[config.mk]
export PLATFORM = sky130hd
export DESIGN_NAME = pipe_ctrl
export DESIGN_NICKNAME = d
export VERILOG_FILES = /design/src/rtl/pipe_ctrl.sv
export SDC_FILE = /design/constraint.sdc
export NUM_CORES = 1
export LEC_CHECK = 0
export ABC_CLOCK_PERIOD_IN_PS = 3800
export CORE_UTILIZATION = 54
export DETAILED_ROUTE_END_ITERATION = 8
export DONT_BUFFER_PORTS = 1
export PLACE_DENSITY_LB_ADDON = 0.05
export SYNTH_ARGS = -nofsm -noshare
export SYNTH_HDL_FRONTEND = slang
export SYNTH_SLANG_ARGS = --single-unit
[constraint.sdc]
create_clock -name clk -period 3.8 [get_ports clk]
set_clock_uncertainty 0.15 [all_clocks]
set_input_delay 0.76 -clock clk [delete_from_list [all_inputs] [get_ports clk]]
set_output_delay 0.76 -clock clk [all_outputs]
set_load 0.005 [all_outputs]
[src/rtl/pipe_ctrl.sv]
// -----------------------------------------------------------------------------
// pipe_ctrl
//
// Pipeline control scheduler for the five-stage CPU.
//
// Each cycle this block decides, from the instruction in MEM and the hazard and
// bus signals, which pipeline registers hold and which are cleared. It also
// sequences the machine modes RUN, EXC (inside a handler) and HALT. The saved
// return PC, the saved cause and the HALT resume PC are kept here.
//
// Ports
//   clk           in   clock
//   reset         in   asynchronous, active-high reset
//   if_busy       in   fetch bus not ready
//   mem_busy      in   data bus not ready
//   ld_hazard     in   load-use hazard from the decoder
//   br_taken      in   ID-stage branch redirect
//   mem_en        in   MEM-stage instruction valid
//   mem_pc        in   MEM-stage PC (word address)
//   mem_ctrl_op   in   0 NOP, 1 EXRT, 2 HALT, 3 NOP
//   mem_exp_code  in   MEM-stage exception code, 0 = none
//   irq           in   level interrupt request
//   int_en        in   global interrupt enable
//   if_stall .. mem_stall   out  hold the IF/ID .. MEM/WB register
//   if_flush .. mem_flush   out  clear the IF/ID .. MEM/WB register
//   new_pc        out  redirect target, 0 when there is no redirect
//   int_detect    out  interrupt accepted this cycle (single-cycle pulse)
//   epc           out  saved return PC
//   exc_code      out  saved cause
//   in_handler    out  machine is in EXC
//   halted        out  machine is in HALT
// -----------------------------------------------------------------------------
module pipe_ctrl #(
    parameter int                ADDR_W   = 30,
    parameter int                EXP_W    = 3,
    parameter logic [ADDR_W-1:0] VEC_ADDR = 30'h100,
    parameter logic [EXP_W-1:0]  IRQ_CODE = 3'd1
) (
    input  logic              clk,
    input  logic              reset,
    input  logic              if_busy,
    input  logic              mem_busy,
    input  logic              ld_hazard,
    input  logic              br_taken,
    input  logic              mem_en,
    input  logic [ADDR_W-1:0] mem_pc,
    input  logic [1:0]        mem_ctrl_op,
    input  logic [EXP_W-1:0]  mem_exp_code,
    input  logic              irq,
    input  logic              int_en,
    output logic              if_stall,
    output logic              id_stall,
    output logic              ex_stall,
    output logic              mem_stall,
    output logic              if_flush,
    output logic              id_flush,
    output logic              ex_flush,
    output logic              mem_flush,
    output logic [ADDR_W-1:0] new_pc,
    output logic              int_detect,
    output logic [ADDR_W-1:0] epc,
    output logic [EXP_W-1:0]  exc_code,
    output logic              in_handler,
    output logic              halted
);

    typedef enum logic [1:0] {
        ST_RUN  = 2'd0,
        ST_EXC  = 2'd1,
        ST_HALT = 2'd2
    } state_t;

    localparam logic [1:0] OP_EXRT = 2'd1;
    localparam logic [1:0] OP_HALT = 2'd2;

    // -------------------------------------------------------------------------
    // State registers
    // -------------------------------------------------------------------------
    state_t              state_q,    state_d;
    logic [ADDR_W-1:0]   epc_q,      epc_d;
    logic [EXP_W-1:0]    exc_code_q, exc_code_d;
    logic [ADDR_W-1:0]   halt_pc_q,  halt_pc_d;

    always_ff @(posedge clk or posedge reset) begin
        if (reset) begin
            state_q    <= ST_RUN;
            epc_q      <= '0;
            exc_code_q <= '0;
            halt_pc_q  <= '0;
        end else begin
            state_q    <= state_d;
            epc_q      <= epc_d;
            exc_code_q <= exc_code_d;
            halt_pc_q  <= halt_pc_d;
        end
    end

    // -------------------------------------------------------------------------
    // Event decode
    // -------------------------------------------------------------------------
    logic              stall_all;
    logic              exc_evt;
    logic              exrt_evt;
    logic              halt_evt;
    logic              irq_req;
    logic [ADDR_W-1:0] mem_pc_inc;

    assign stall_all  = if_busy | mem_busy;
    assign exc_evt    = mem_en & (mem_exp_code != '0);
    assign exrt_evt   = mem_en & (mem_ctrl_op == OP_EXRT);
    assign halt_evt   = mem_en & (mem_ctrl_op == OP_HALT);
    assign irq_req    = irq & int_en;
    // Wraps modulo 2^ADDR_W by construction.
    assign mem_pc_inc = mem_pc + ADDR_W'(1);

    // -------------------------------------------------------------------------
    // Combinational control: stage stall/flush, redirect and next state.
    // Exactly one event is honoured per cycle, highest priority first.
    // -------------------------------------------------------------------------
    logic [3:0] stall_vec;   // {if, id, ex, mem}
    logic [3:0] flush_vec;   // {if, id, ex, mem}
    logic [ADDR_W-1:0] new_pc_c;
    logic              int_detect_c;

    always_comb begin
        stall_vec    = 4'b0000;
        flush_vec    = 4'b0000;
        new_pc_c     = '0;
        int_detect_c = 1'b0;
        state_d      = state_q;
        epc_d        = epc_q;
        exc_code_d   = exc_code_q;
        halt_pc_d    = halt_pc_q;

        if (reset) begin
            // Outputs stay at their zero defaults while reset is held; the
            // registers are being cleared asynchronously anyway.
        end else if (stall_all) begin
            // A bus wait freezes everything; pending events are simply
            // re-evaluated once the bus is ready again.
            stall_vec = 4'b1111;
        end else if (state_q == ST_HALT) begin
            stall_vec = 4'b1111;
            // Only an enabled interrupt wakes the core; mem_en is irrelevant
            // because the pipeline behind the HALT is empty.
            if (irq_req) begin
                flush_vec    = 4'b1111;
                new_pc_c     = VEC_ADDR;
                int_detect_c = 1'b1;
                epc_d        = halt_pc_q;
                exc_code_d   = IRQ_CODE;
                state_d      = ST_EXC;
            end
        end else begin
            // RUN or EXC
            if (exc_evt) begin
                // Nested exceptions inside the handler overwrite EPC.
                flush_vec  = 4'b1111;
                new_pc_c   = VEC_ADDR;
                epc_d      = mem_pc;
                exc_code_d = mem_exp_code;
                state_d    = ST_EXC;
            end else if (exrt_evt) begin
                flush_vec = 4'b1111;
                new_pc_c  = epc_q;
                state_d   = ST_RUN;
            end else if (irq_req && mem_en && (state_q == ST_RUN)) begin
                // The MEM instruction is squashed and re-executed on return,
                // so its own PC becomes the return address.
                flush_vec    = 4'b1111;
                new_pc_c     = VEC_ADDR;
                int_detect_c = 1'b1;
                epc_d        = mem_pc;
                exc_code_d   = IRQ_CODE;
                state_d      = ST_EXC;
            end else if (halt_evt) begin
                // MEM/WB is left alone so the HALT itself retires.
                flush_vec = 4'b1110;
                new_pc_c  = mem_pc_inc;
                halt_pc_d = mem_pc_inc;
                state_d   = ST_HALT;
            end else if (ld_hazard) begin
                // Hold IF and ID, insert a bubble into EX. Masks br_taken:
                // the branch is re-seen once the hazard resolves.
                stall_vec = 4'b1100;
                flush_vec = 4'b0100;
            end else if (br_taken) begin
                flush_vec = 4'b1000;
            end
        end
    end

    // -------------------------------------------------------------------------
    // Outputs
    // -------------------------------------------------------------------------
    assign if_stall   = stall_vec[3];
    assign id_stall   = stall_vec[2];
    assign ex_stall   = stall_vec[1];
    assign mem_stall  = stall_vec[0];
    assign if_flush   = flush_vec[3];
    assign id_flush   = flush_vec[2];
    assign ex_flush   = flush_vec[1];
    assign mem_flush  = flush_vec[0];
    assign new_pc     = new_pc_c;
    assign int_detect = int_detect_c;
    assign epc        = epc_q;
    assign exc_code   = exc_code_q;
    assign in_handler = (state_q == ST_EXC);
    assign halted     = (state_q == ST_HALT);

endmodule
==> impl_metrics.json <==
{
  "hold_viol": 0,
  "cts_setup_buffers": 0,
  "status": "complete, no violations",
  "die_w_um": 85.21,
  "fillCellCount": 575,
  "finalCritPeriodShare_pct": 88.29,
  "core_area_um2": 6531,
  "hold_class": "register to register",
  "grt_pass1_wl_um": 15510,
  "setup_tns_ns": 0,
  "cts_resized": 0,
  "worstSkewPairLatency_ns": 0.34,
  "antenna_found_initial": 0,
  "drt-initial-drc-count": 161,
  "dieHeight_um": 85.21,
  "cts-hold-fix-buffers": 0,
  "path_class": "input pin to output pin",
  "cts_buffers": 9,
  "synthCells": 469,
  "grt_pass1_vias": 3088,
  "drc": 0,
  "clk_pin_slew_worst_paths_ns": 0.07,
  "end_kind": "output pin",
  "clkPwrFrac_pct": 28.5,
  "power_frac_comb_pct": 23.9,
  "p_leak_uw": 0.001797,
  "synth_area_leaders": "dfrtp_1, nand2_1, nor2_1",
  "synthArstFlopShare_pct": 100.0,
  "drive_above_1_share_pct": 7.792,
  "start_util_pct": 57.24,
  "routedWlPerCell_um": 17.59,
  "drv_cap": 0,
  "synth_edf_count": 0,
  "overflow": 0,
  "synth_flop_cell": "dfrtp_1",
  "start_kind": "input pin",
  "period_needed_ns": 3.355,
  "synth-simple-area-share_pct": 26.87,
  "grt_usage_pct": 27.61,
  "clock.fmax_mhz": 298.1,
  "first_pass_iters": 4,
  "vias": 3191,
  "setup_viol_count_final": 0,
  "rsz0062_at_grt": "no",
  "gp_congestion": 0.8002,
  "htreeDepth": 3,
  "crit_fanout": 9,
  "dieArea_um2": 7260,
  "syn_nets": 514,
  "synth_cell_types": 44,
  "synth.avg_cell_area_um2": 7.971,
  "drv_slew": 0,
  "pwr-share-seq_pct": 47.6,
  "synth_top_family_by_area": "simple AND/OR/NAND/NOR gates",
  "vdd_drop_max_uv": 291.4,
  "power_switching_uw": 868.7,
  "worst_pin_slew_ns": 0.8479,
  "synth-compound-area-share_pct": 18.11,
  "post-route-util_pct": 61.99,
  "cts-root-buf": "clkbuf_8",
  "relSlewSlack_pct": 43.47,
  "synthesis.area_um2": 3739,
  "cts_tree": "done",
  "viasPerCell": 5.920,
  "io_pins": 118,
  "synthXorXnorAreaFrac_pct": 6.325,
  "antenna_left": 0,
  "internal_power_uw": 1596,
  "hpwl_um": 6578,
  "ys_ff_latch": 65,
  "yosys.area.top_type_share_pct": 43.51,
  "synthAdderAreaFrac_pct": 0.3347,
  "grt_start_max_net_pins": 66,
  "areaGrowthSynthToFinish_pct": 8.300,
  "rows": 29,
  "crit_arrival_ns": 2.45,
  "clock-sinks": 65,
  "power.density_nw_per_um2": 608.8,
  "synth-seq-area-share_pct": 43.51,
  "swShare_pct": 35.24,
  "nets": 502,
  "yosys.area.top_type": "dfrtp_1",
  "required_ns": 2.89,
  "muxShareOfSynthArea_pct": 0.3012,
  "drt_wl_total_um": 9481,
  "port_buffers": 0,
  "clockBufferDepth": 2,
  "diodes": 0,
  "ys_warn_count": 0
}
[metal layers]
| layer | share of wire, % | track usage (%) | wire length [um] | vias to the layer above |
|---|---|---|---|---|
| li1 | - | - | - | 1583 |
| met3 | 6.3 | 5.934 | 597 | 15 |
| met4 | 1.6 | 8.937 | 156 | 0 |
| met1 | 45 | 37.52 | 4300 | 1494 |
| met2 | 47 | 44.21 | 4427 | 99 |
| met5 | 0 | 0 | 0 | - |
[cell usage in the layout (no fill, tap or decap), types with 2 or more instances in the layout]
cell type,count
nand2_1,113
dfrtp_1,65
nor2_1,55
o21ai_0,39
a31oi_1,30
a21o_1,20
xnor2_1,14
xor2_1,13
nand3_1,12
clkbuf_8,12
nand4_1,10
nor3_1,8
inv_1,8
a21oi_1,6
buf_4,6
and3_1,5
and2_1,5
and4_1,3
nor4_1,3
nand2b_1,2
a31o_2,2
o21ai_2,2
a22o_1,2
bufinv_16,2
buf_12,2
[state kept, by name (all words and copies together) (netlist names)]
signal,count
state_q,2
epc,30
exc_code,3
halt_pc_q,30
[final timing paths]
path | startpoint | end | slack, ns | cells past startpoint
max | mem_pc[5] | new_pc[18] | 0.44 | 5
min | halt_pc_q[2]$_DFFE_PP0P_ | halt_pc_q[2]$_DFFE_PP0P_ | 0.33 | 1
max in group asynchronous | reset | halt_pc_q[6]$_DFFE_PP0P_ | 2.54 | 2
min reg2reg | halt_pc_q[2]$_DFFE_PP0P_ | halt_pc_q[2]$_DFFE_PP0P_ | 0.33 | 1
min in group asynchronous | reset | state_q[0]$_DFFE_PP0P_ | 0.41 | 2
max reg2reg | state_q[1]$_DFFE_PP0P_ | epc[2]$_DFFE_PP0P_ | 1.21 | 7
[cells in the mapped netlist, drive strengths merged, types with 3 or more instances]
library cell / instances
xor2: 13
and3: 5
dfrtp: 65
nand2: 113
o21ai: 42
a31oi: 30
buf: 9
nand3: 13
and2: 5
nor2: 55
nand4: 11
nor4: 3
a21oi: 7
and4: 3
inv: 9
nor3: 8
a21o: 20
clkbuf: 22
xnor2: 14
[stage by stage]
step                      hold slack, ns  setup slack (ns)  area (um2)  cells  power [uW]
after floorplan                   0.2993            0.3103        3739    469        1603
after global placement            0.3093            0.4739        3810    523        1758
after detailed placement          0.3157            0.4652        3810    523        1785
after CTS                         0.3318            0.4641        4049    539        2486
after global routing              0.3422            0.2845        4049    539        2632
final                             0.3294            0.4450        4049    539        2465
[cells by family (layout without fill, tap and decap cells)]
logic type	Yosys count	count (layout)
multiplexers	1	1
XOR/XNOR	27	27
adder cells (fa/ha/maj)	1	1
AO/OA/AOI/OAI	109	109
flip-flops	65	65
AND/OR/NAND/NOR	225	225
buffers and inverters	41	34
[power by group through the flow]
stage | Clock (uW) | Combinational, uW | Sequential (uW)
after floorplan | 0 | 478 | 1130
after global placement | 0 | 580 | 1180
after detailed placement | 0 | 598 | 1190
after CTS | 713 | 598 | 1180
after global routing | 743 | 684 | 1210
final | 703 | 589 | 1170
[cell type report]
class | instances | area (um2) | area share [%]
Timing Repair Buffer | 8 | 85.08 | 2.101
Tap cell | 77 | 96.34 | 2.379
Inverter | 10 | 37.54 | 0.9271
Multi-Input combinational cell | 363 | 1964 | 48.52
Clock buffer | 12 | 165.2 | 4.079
Sequential cell | 65 | 1627 | 40.17
Clock inverter | 4 | 73.82 | 1.823
[worst max-delay path, stage by stage]
cell and delay [ns]:
nand3_1 0.17, or4_4 0.60, or4_1 0.48, a21oi_1 0.28, a21o_1 0.14
Power figures use the tool's default switching activity.
